$ cat config.mk
export PLATFORM = sky130hd
export DESIGN_NAME = position_bram_writer_flat
export DESIGN_NICKNAME = d
export VERILOG_FILES = /design/src/rtl/position_bram_writer_if.sv /design/src/rtl/position_bram_writer.sv /design/src/flat_wrapper.sv
export SDC_FILE = /design/constraint.sdc
export NUM_CORES = 1
export LEC_CHECK = 0
export ABC_AREA = 1
export CORE_ASPECT_RATIO = 0.5
export CORE_MARGIN = 3
export CORE_UTILIZATION = 44
export DETAILED_ROUTE_END_ITERATION = 10
export PLACE_DENSITY = 0.87
export SYNTH_ARGS = -nofsm -noshare
export SYNTH_HDL_FRONTEND = slang
export SYNTH_SLANG_ARGS = --single-unit
$ cat constraint.sdc
create_clock -name clk -period 3.2 [get_ports clk]
set_input_delay 0.64 -clock clk [delete_from_list [all_inputs] [get_ports clk]]
set_output_delay 0.64 -clock clk [all_outputs]
set_load 0.01 [all_outputs]
$ cat src/rtl/position_bram_writer_if.sv
// Record stream and BRAM write port of the position bank writer.
// The slave side is the writer; the master side feeds records and observes writes.
interface position_bram_writer_if;
    logic        in_valid;
    logic        in_ready;
    logic [95:0] in_pos;
    logic [7:0]  in_cell;
    logic        in_last;
    logic        wr_en;
    logic [31:0] wr_addr;
    logic [96:0] wr_data;

    modport master (
        output in_valid, in_pos, in_cell, in_last,
        input  in_ready, wr_en, wr_addr, wr_data
    );

    modport slave (
        input  in_valid, in_pos, in_cell, in_last,
        output in_ready, wr_en, wr_addr, wr_data
    );
endinterface

$ cat src/rtl/position_bram_writer.sv
// Fills the position BRAM bank the ring is not reading with records for this
// cell, then terminates the bank with a null sentinel record.
module position_bram_writer #(
    parameter int DBSIZE = 256,
    parameter int PTR_W  = 9
) (
    input  logic                  clk,
    input  logic                  reset_n,
    input  logic                  start,
    input  logic                  double_buffer,
    input  logic [31:0]           Cell,
    position_bram_writer_if.slave bus,
    output logic [PTR_W-1:0]      count,
    output logic                  done,
    output logic                  overflow
);

    localparam logic [1:0]       ST_IDLE    = 2'd0;
    localparam logic [1:0]       ST_FILL    = 2'd1;
    localparam logic [1:0]       ST_TERM    = 2'd2;
    localparam logic [1:0]       ST_DONE    = 2'd3;
    localparam logic [96:0]      SENTINEL   = {1'b1, 96'd0};
    localparam logic [PTR_W-1:0] LAST_SLOT  = PTR_W'(DBSIZE - 1);
    localparam logic [PTR_W-1:0] PTR_ONE    = PTR_W'(1);
    localparam logic [31:0]      BANK1_BASE = 32'(DBSIZE);

    logic [1:0]       state_r,    state_s;
    logic             bank_r,     bank_s;
    logic [PTR_W-1:0] ptr_r,      ptr_s;
    logic             in_ready_r, in_ready_s;
    logic             wr_en_r,    wr_en_s;
    logic [31:0]      wr_addr_r,  wr_addr_s;
    logic [96:0]      wr_data_r,  wr_data_s;
    logic [PTR_W-1:0] count_r,    count_s;
    logic             done_r,     done_s;
    logic             overflow_r, overflow_s;

    logic             xfer_s;
    logic             match_s;
    logic [31:0]      slot_addr_s;
    logic             cell_hi_unused_s;

    assign xfer_s           = bus.in_valid & in_ready_r;
    assign match_s          = (bus.in_cell == Cell[7:0]);
    assign slot_addr_s      = (bank_r ? BANK1_BASE : 32'd0) + {{(32-PTR_W){1'b0}}, ptr_r};
    assign cell_hi_unused_s = ^Cell[31:8];

    // Next-state and next-output computation for the fill sequence.
    always_comb begin
        state_s    = state_r;
        bank_s     = bank_r;
        ptr_s      = ptr_r;
        in_ready_s = in_ready_r;
        wr_en_s    = 1'b0;
        wr_addr_s  = wr_addr_r;
        wr_data_s  = wr_data_r;
        count_s    = count_r;
        done_s     = done_r;
        overflow_s = overflow_r;

        case (state_r)
            ST_IDLE, ST_DONE: begin
                if (start) begin
                    state_s    = ST_FILL;
                    bank_s     = ~double_buffer;
                    ptr_s      = {PTR_W{1'b0}};
                    done_s     = 1'b0;
                    overflow_s = 1'b0;
                    in_ready_s = 1'b1;
                end else begin
                    in_ready_s = 1'b0;
                end
            end
            ST_FILL: begin
                in_ready_s = 1'b1;
                if (xfer_s) begin
                    // The last slot is kept for the sentinel, so a full bank drops.
                    if (match_s && (ptr_r < LAST_SLOT)) begin
                        wr_en_s   = 1'b1;
                        wr_addr_s = slot_addr_s;
                        wr_data_s = {1'b0, bus.in_pos};
                        ptr_s     = ptr_r + PTR_ONE;
                    end else if (match_s) begin
                        overflow_s = 1'b1;
                    end else begin
                        ptr_s = ptr_r;
                    end
                    if (bus.in_last) begin
                        state_s    = ST_TERM;
                        in_ready_s = 1'b0;
                    end else begin
                        state_s = ST_FILL;
                    end
                end else begin
                    wr_en_s = 1'b0;
                end
            end
            ST_TERM: begin
                wr_en_s    = 1'b1;
                wr_addr_s  = slot_addr_s;
                wr_data_s  = SENTINEL;
                count_s    = ptr_r;
                done_s     = 1'b1;
                in_ready_s = 1'b0;
                state_s    = ST_DONE;
            end
            default: begin
                state_s    = ST_IDLE;
                in_ready_s = 1'b0;
            end
        endcase
    end

    // State and output registers with asynchronous reset.
    always_ff @(posedge clk or negedge reset_n) begin
        if (!reset_n) begin
            state_r    <= ST_IDLE;
            bank_r     <= 1'b0;
            ptr_r      <= {PTR_W{1'b0}};
            in_ready_r <= 1'b0;
            wr_en_r    <= 1'b0;
            wr_addr_r  <= 32'd0;
            wr_data_r  <= SENTINEL;
            count_r    <= {PTR_W{1'b0}};
            done_r     <= 1'b0;
            overflow_r <= 1'b0;
        end else begin
            state_r    <= state_s;
            bank_r     <= bank_s;
            ptr_r      <= ptr_s;
            in_ready_r <= in_ready_s;
            wr_en_r    <= wr_en_s;
            wr_addr_r  <= wr_addr_s;
            wr_data_r  <= wr_data_s;
            count_r    <= count_s;
            done_r     <= done_s;
            overflow_r <= overflow_s;
        end
    end

    assign bus.in_ready = in_ready_r;
    assign bus.wr_en    = wr_en_r;
    assign bus.wr_addr  = wr_addr_r;
    assign bus.wr_data  = wr_data_r;
    assign count        = count_r;
    assign done         = done_r;
    assign overflow     = overflow_r;

endmodule

$ cat src/flat_wrapper.sv
// flat-port wrapper written by rule: the top's interface ports become plain ports
module position_bram_writer_flat 
#(
    parameter int DBSIZE = 256,
    parameter int PTR_W  = 9
)
  (clk, reset_n, start, double_buffer, Cell, count, done, overflow, bus_in_valid, bus_in_pos, bus_in_cell, bus_in_last, bus_in_ready, bus_wr_en, bus_wr_addr, bus_wr_data);
  position_bram_writer_if bus_i ();
  input  logic clk;
  input  logic reset_n;
  input  logic start;
  input  logic double_buffer;
  input  logic [31:0] Cell;
  output logic [PTR_W-1:0] count;
  output logic done;
  output logic overflow;
  input wire logic [$bits(bus_i.in_valid)-1:0] bus_in_valid;
  input wire logic [$bits(bus_i.in_pos)-1:0] bus_in_pos;
  input wire logic [$bits(bus_i.in_cell)-1:0] bus_in_cell;
  input wire logic [$bits(bus_i.in_last)-1:0] bus_in_last;
  output wire logic [$bits(bus_i.in_ready)-1:0] bus_in_ready;
  output wire logic [$bits(bus_i.wr_en)-1:0] bus_wr_en;
  output wire logic [$bits(bus_i.wr_addr)-1:0] bus_wr_addr;
  output wire logic [$bits(bus_i.wr_data)-1:0] bus_wr_data;
  assign bus_i.in_valid = bus_in_valid;
  assign bus_i.in_pos = bus_in_pos;
  assign bus_i.in_cell = bus_in_cell;
  assign bus_i.in_last = bus_in_last;
  assign bus_in_ready = bus_i.in_ready;
  assign bus_wr_en = bus_i.wr_en;
  assign bus_wr_addr = bus_i.wr_addr;
  assign bus_wr_data = bus_i.wr_data;
  position_bram_writer #(.DBSIZE(DBSIZE), .PTR_W(PTR_W)) u_core (.clk(clk), .reset_n(reset_n), .start(start), .double_buffer(double_buffer), .Cell(Cell), .bus(bus_i), .count(count), .done(done), .overflow(overflow));
endmodule
==> results.py <==
metrics = {
    "worst_hold_path": {
        "hold_class": "input pin to async pin",
    },
    "cts": {
        "clkTransAtPathRegs_ps": 60,
        "postCtsHoldBufs": 0,
        "clock-sinks": 132,
        "postCtsSetupRepairBufs": 0,
        "cts_made_buffers": 17,
        "cts-root-buf": "clkbuf_16",
        "cts_tree": "built",
        "clk_latency_ps": 400,
        "htree_levels": 4,
        "ctsResizeCount": 0,
        "clock_path_buffers": 2,
    },
    "global_route": {
        "grt_max_degree": 108,
        "gr-usage-all-layers": 0.2301,
        "grt_overflow_total": 0,
        "antenna_found_initial": 0,
        "grt_pass1_vias": 6407,
        "grt_pass1_wl_um": 31540,
    },
    "critical_path": {
        "max_stage_delay_ps": 520,
        "worstReg2RegStart": "u_core.state_r[1]",
        "arrival_ps": 2790,
        "critPathKind": "input pin to flop",
        "cpMaxStageDelayCell": "clkdlybuf4s50_1",
        "crit_chain": "clkdlybuf4s50_1 > inv_1 > nand2_1 > nand2_1 > nor2_1 > nand2_1 > nor2_2 > nand4_1 > nand2_4 > buf_12 > nand2_1 > nand2_1",
        "critPathLaunch": "Cell[4]",
        "cp.required_ps": 3540,
        "path_common_cell": "nand2_1",
        "crit_path_max_fanout": 107,
        "r2r_setup_slack_ps": 760,
        "end_kind": "flop",
        "critPathLaunchType": "input pin",
    },
    "route": {
        "post-route-drc-count": 0,
        "antenna_left": 0,
        "vias_per_cell": 4.921,
        "wl_um": 19830,
        "drt_iter0_markers": 718,
        "vias": 6580,
        "wl_per_cell_um": 14.83,
        "firstDrtPassIters": 5,
    },
    "sta": {
        "period_share": 0.7646,
        "setup_viol": 0,
        "worstMarginPinSlew_ps": 715.3,
        "setup_slack_ps": 753.3,
        "timing.setup.tns_ps": 0,
        "final.setup_skew_ps": 9.247,
        "max-slew-margin-rel": 0.5231,
        "hold_ws_ps": 213.4,
        "fin_crit_ps": 2447,
        "maxSlewViolCount": 0,
        "rsz0062_at_grt": "no",
        "final_hold_viol_count": 0,
        "max_freq_mhz": 408.7,
    },
    "finish": {
        "multi_input_area_um2": 2585,
        "fill_cells": 1173,
        "final_nets": 1272,
        "antenna_cells": 0,
        "drive_gt1_frac": 0.04565,
        "syn2layout_area_growth_pct": 45.62,
        "seq_area_um2": 3304,
    },
    "placed_design": {
        "preCtsSetupSlack_ps": 415.8,
        "place_hpwl_um": 13400,
        "port_buffers": 237,
        "place.gp.congestion": 0.8433,
    },
    "floorplan": {
        "ios": 284,
        "core_area_um2": 14660,
        "rows": 31,
        "initial_utilization": 0.4562,
        "die_x_um": 180.4,
        "die-area_um2": 16810,
        "die_h_um": 93.19,
    },
    "yosys": {
        "yosys_most_used_dff": "dfrtp_1",
        "yosys.area.top_type": "dfrtp_1",
        "synth_edf_count": 0,
        "synth-seq-area-share": 0.4940,
        "syn_avg_cell_area_um2": 7.318,
        "synth.distinct_cells": 31,
        "syn_area_um2": 6689,
        "syn_inst": 914,
        "async_flop_share": 1.000,
        "yosys-top-cells-area": "dfrtp_1, nand2_1, nand3_1, inv_1, nor2_1",
        "synth_top_area_share": 0.4901,
        "ys_ff_latch": 132,
        "yosys_warnings": 0,
    },
    "job": {
        "maxCapViolCount": 0,
    },
    "power_and_ir_drop": {
        "p_leak_uw": 0.005193,
        "peakVddDrop_mv": 0.5434,
        "finalPower_uw": 7988,
        "power_per_cell_area_nw_per_um2": 820.1,
    },
    "run_status": {
        "outcome": "finished clean",
    },
}
## final timing paths
check,to,cells past startpoint
max in group asynchronous,u_core.bus.wr_data[96],2
worst max register to register,u_core.bus.wr_data[45],8
min in group clk,u_core.count[0],2
worst min register to register,u_core.count[0],2
worst min-delay path,u_core.bus.wr_data[34],1
worst max-delay path,u_core.bus.wr_data[45],12
## registers in the layout, indices dropped and copies added, names as in the netlist
register / cells
u_core.done: 1
u_core.ptr_r: 9
u_core.bus.wr_en: 1
u_core.bus.wr_addr: 10
u_core.bank_r: 1
u_core.overflow: 1
u_core.bus.wr_data: 97
u_core.bus.in_ready: 1
u_core.state_r: 2
u_core.count: 9
## cell usage after synthesis (4+ instances only)
master and count:
buf_6 4, buf_4 26, inv_1 126, nand3_1 111, buf_2 17, nor2_1 117, nand2_1 306, clkbuf_1 25
ha_1 4, o21ai_0 6, dfrtp_1 131, a21oi_1 5, nand4_1 11
## cells in the final DEF, fill, tap and decap left out, drive strengths merged, types with 2 or more instances in the layout
master | Yosys | routed
nand2 | 309 | 309
clkdlybuf4s50 | 0 | 236
dfrtp | 131 | 131
inv | 126 | 126
nor2 | 120 | 120
nand3 | 112 | 112
conb | 1 | 22
clkbuf | 25 | 20
nand4 | 11 | 11
buf | 48 | 9
o21ai | 6 | 6
a21oi | 6 | 6
bufinv | 0 | 5
clkinvlp | 0 | 4
ha | 4 | 4
xnor2 | 3 | 3
nor3 | 3 | 3
clkinv | 0 | 3
nor3b | 2 | 2
## critical path: cells and delay by family
| kind | cells | cell delay, ps |
|---|---|---|
| simple gates | 9 | 1090 |
| buf+inv | 3 | 940 |
## layout make-up
type,count,area share
clock inverters,12,0.02081
clock buffers,20,0.04689
repair buffers,245,0.2537
inverters,126,0.04855
well taps,198,0.02543
multi-input cells,604,0.2654
flip-flops and latches,132,0.3392
## routing by layer
metal | track usage | vias to the layer above | part of all wire
li1 | - | 3136 | -
met1 | 0.2649 | 3113 | 0.38
met2 | 0.4198 | 277 | 0.52
met3 | 0.04623 | 54 | 0.058
met4 | 0.1047 | 0 | 0.040
met5 | 0 | - | 0
## stage by stage
stage	util	instance area, µm²	cells
2_1_floorplan	-	6768	935
3_3_place_gp	0.6194	9081	1305
3_5_place_dp	0.6194	9081	1305
4_1_cts	0.6644	9741	1337
5_1_grt	0.6644	9741	1337
6_report	0.6644	9741	1337
## logic make-up (layout without fill, tap and decap cells)
group | after synthesis | after routing | share of synthesized area
xor+xnor | 4 | 4 | 0.005239
flops | 132 | 132 | 0.4940
buf+inv | 199 | 403 | 0.1339
compound gates | 16 | 16 | 0.01403
other cells | 1 | 22 | 0.0005606
fa+ha+maj | 4 | 4 | 0.007483
simple gates | 558 | 558 | 0.3447
## report_power, final
part / internal (µW) / switching, µW / total (µW)
clock: 1430 / 739 / 2170
combinational: 1600 / 1570 / 3170
sequential: 2290 / 367 / 2650
Power figures use the tool's default switching activity.
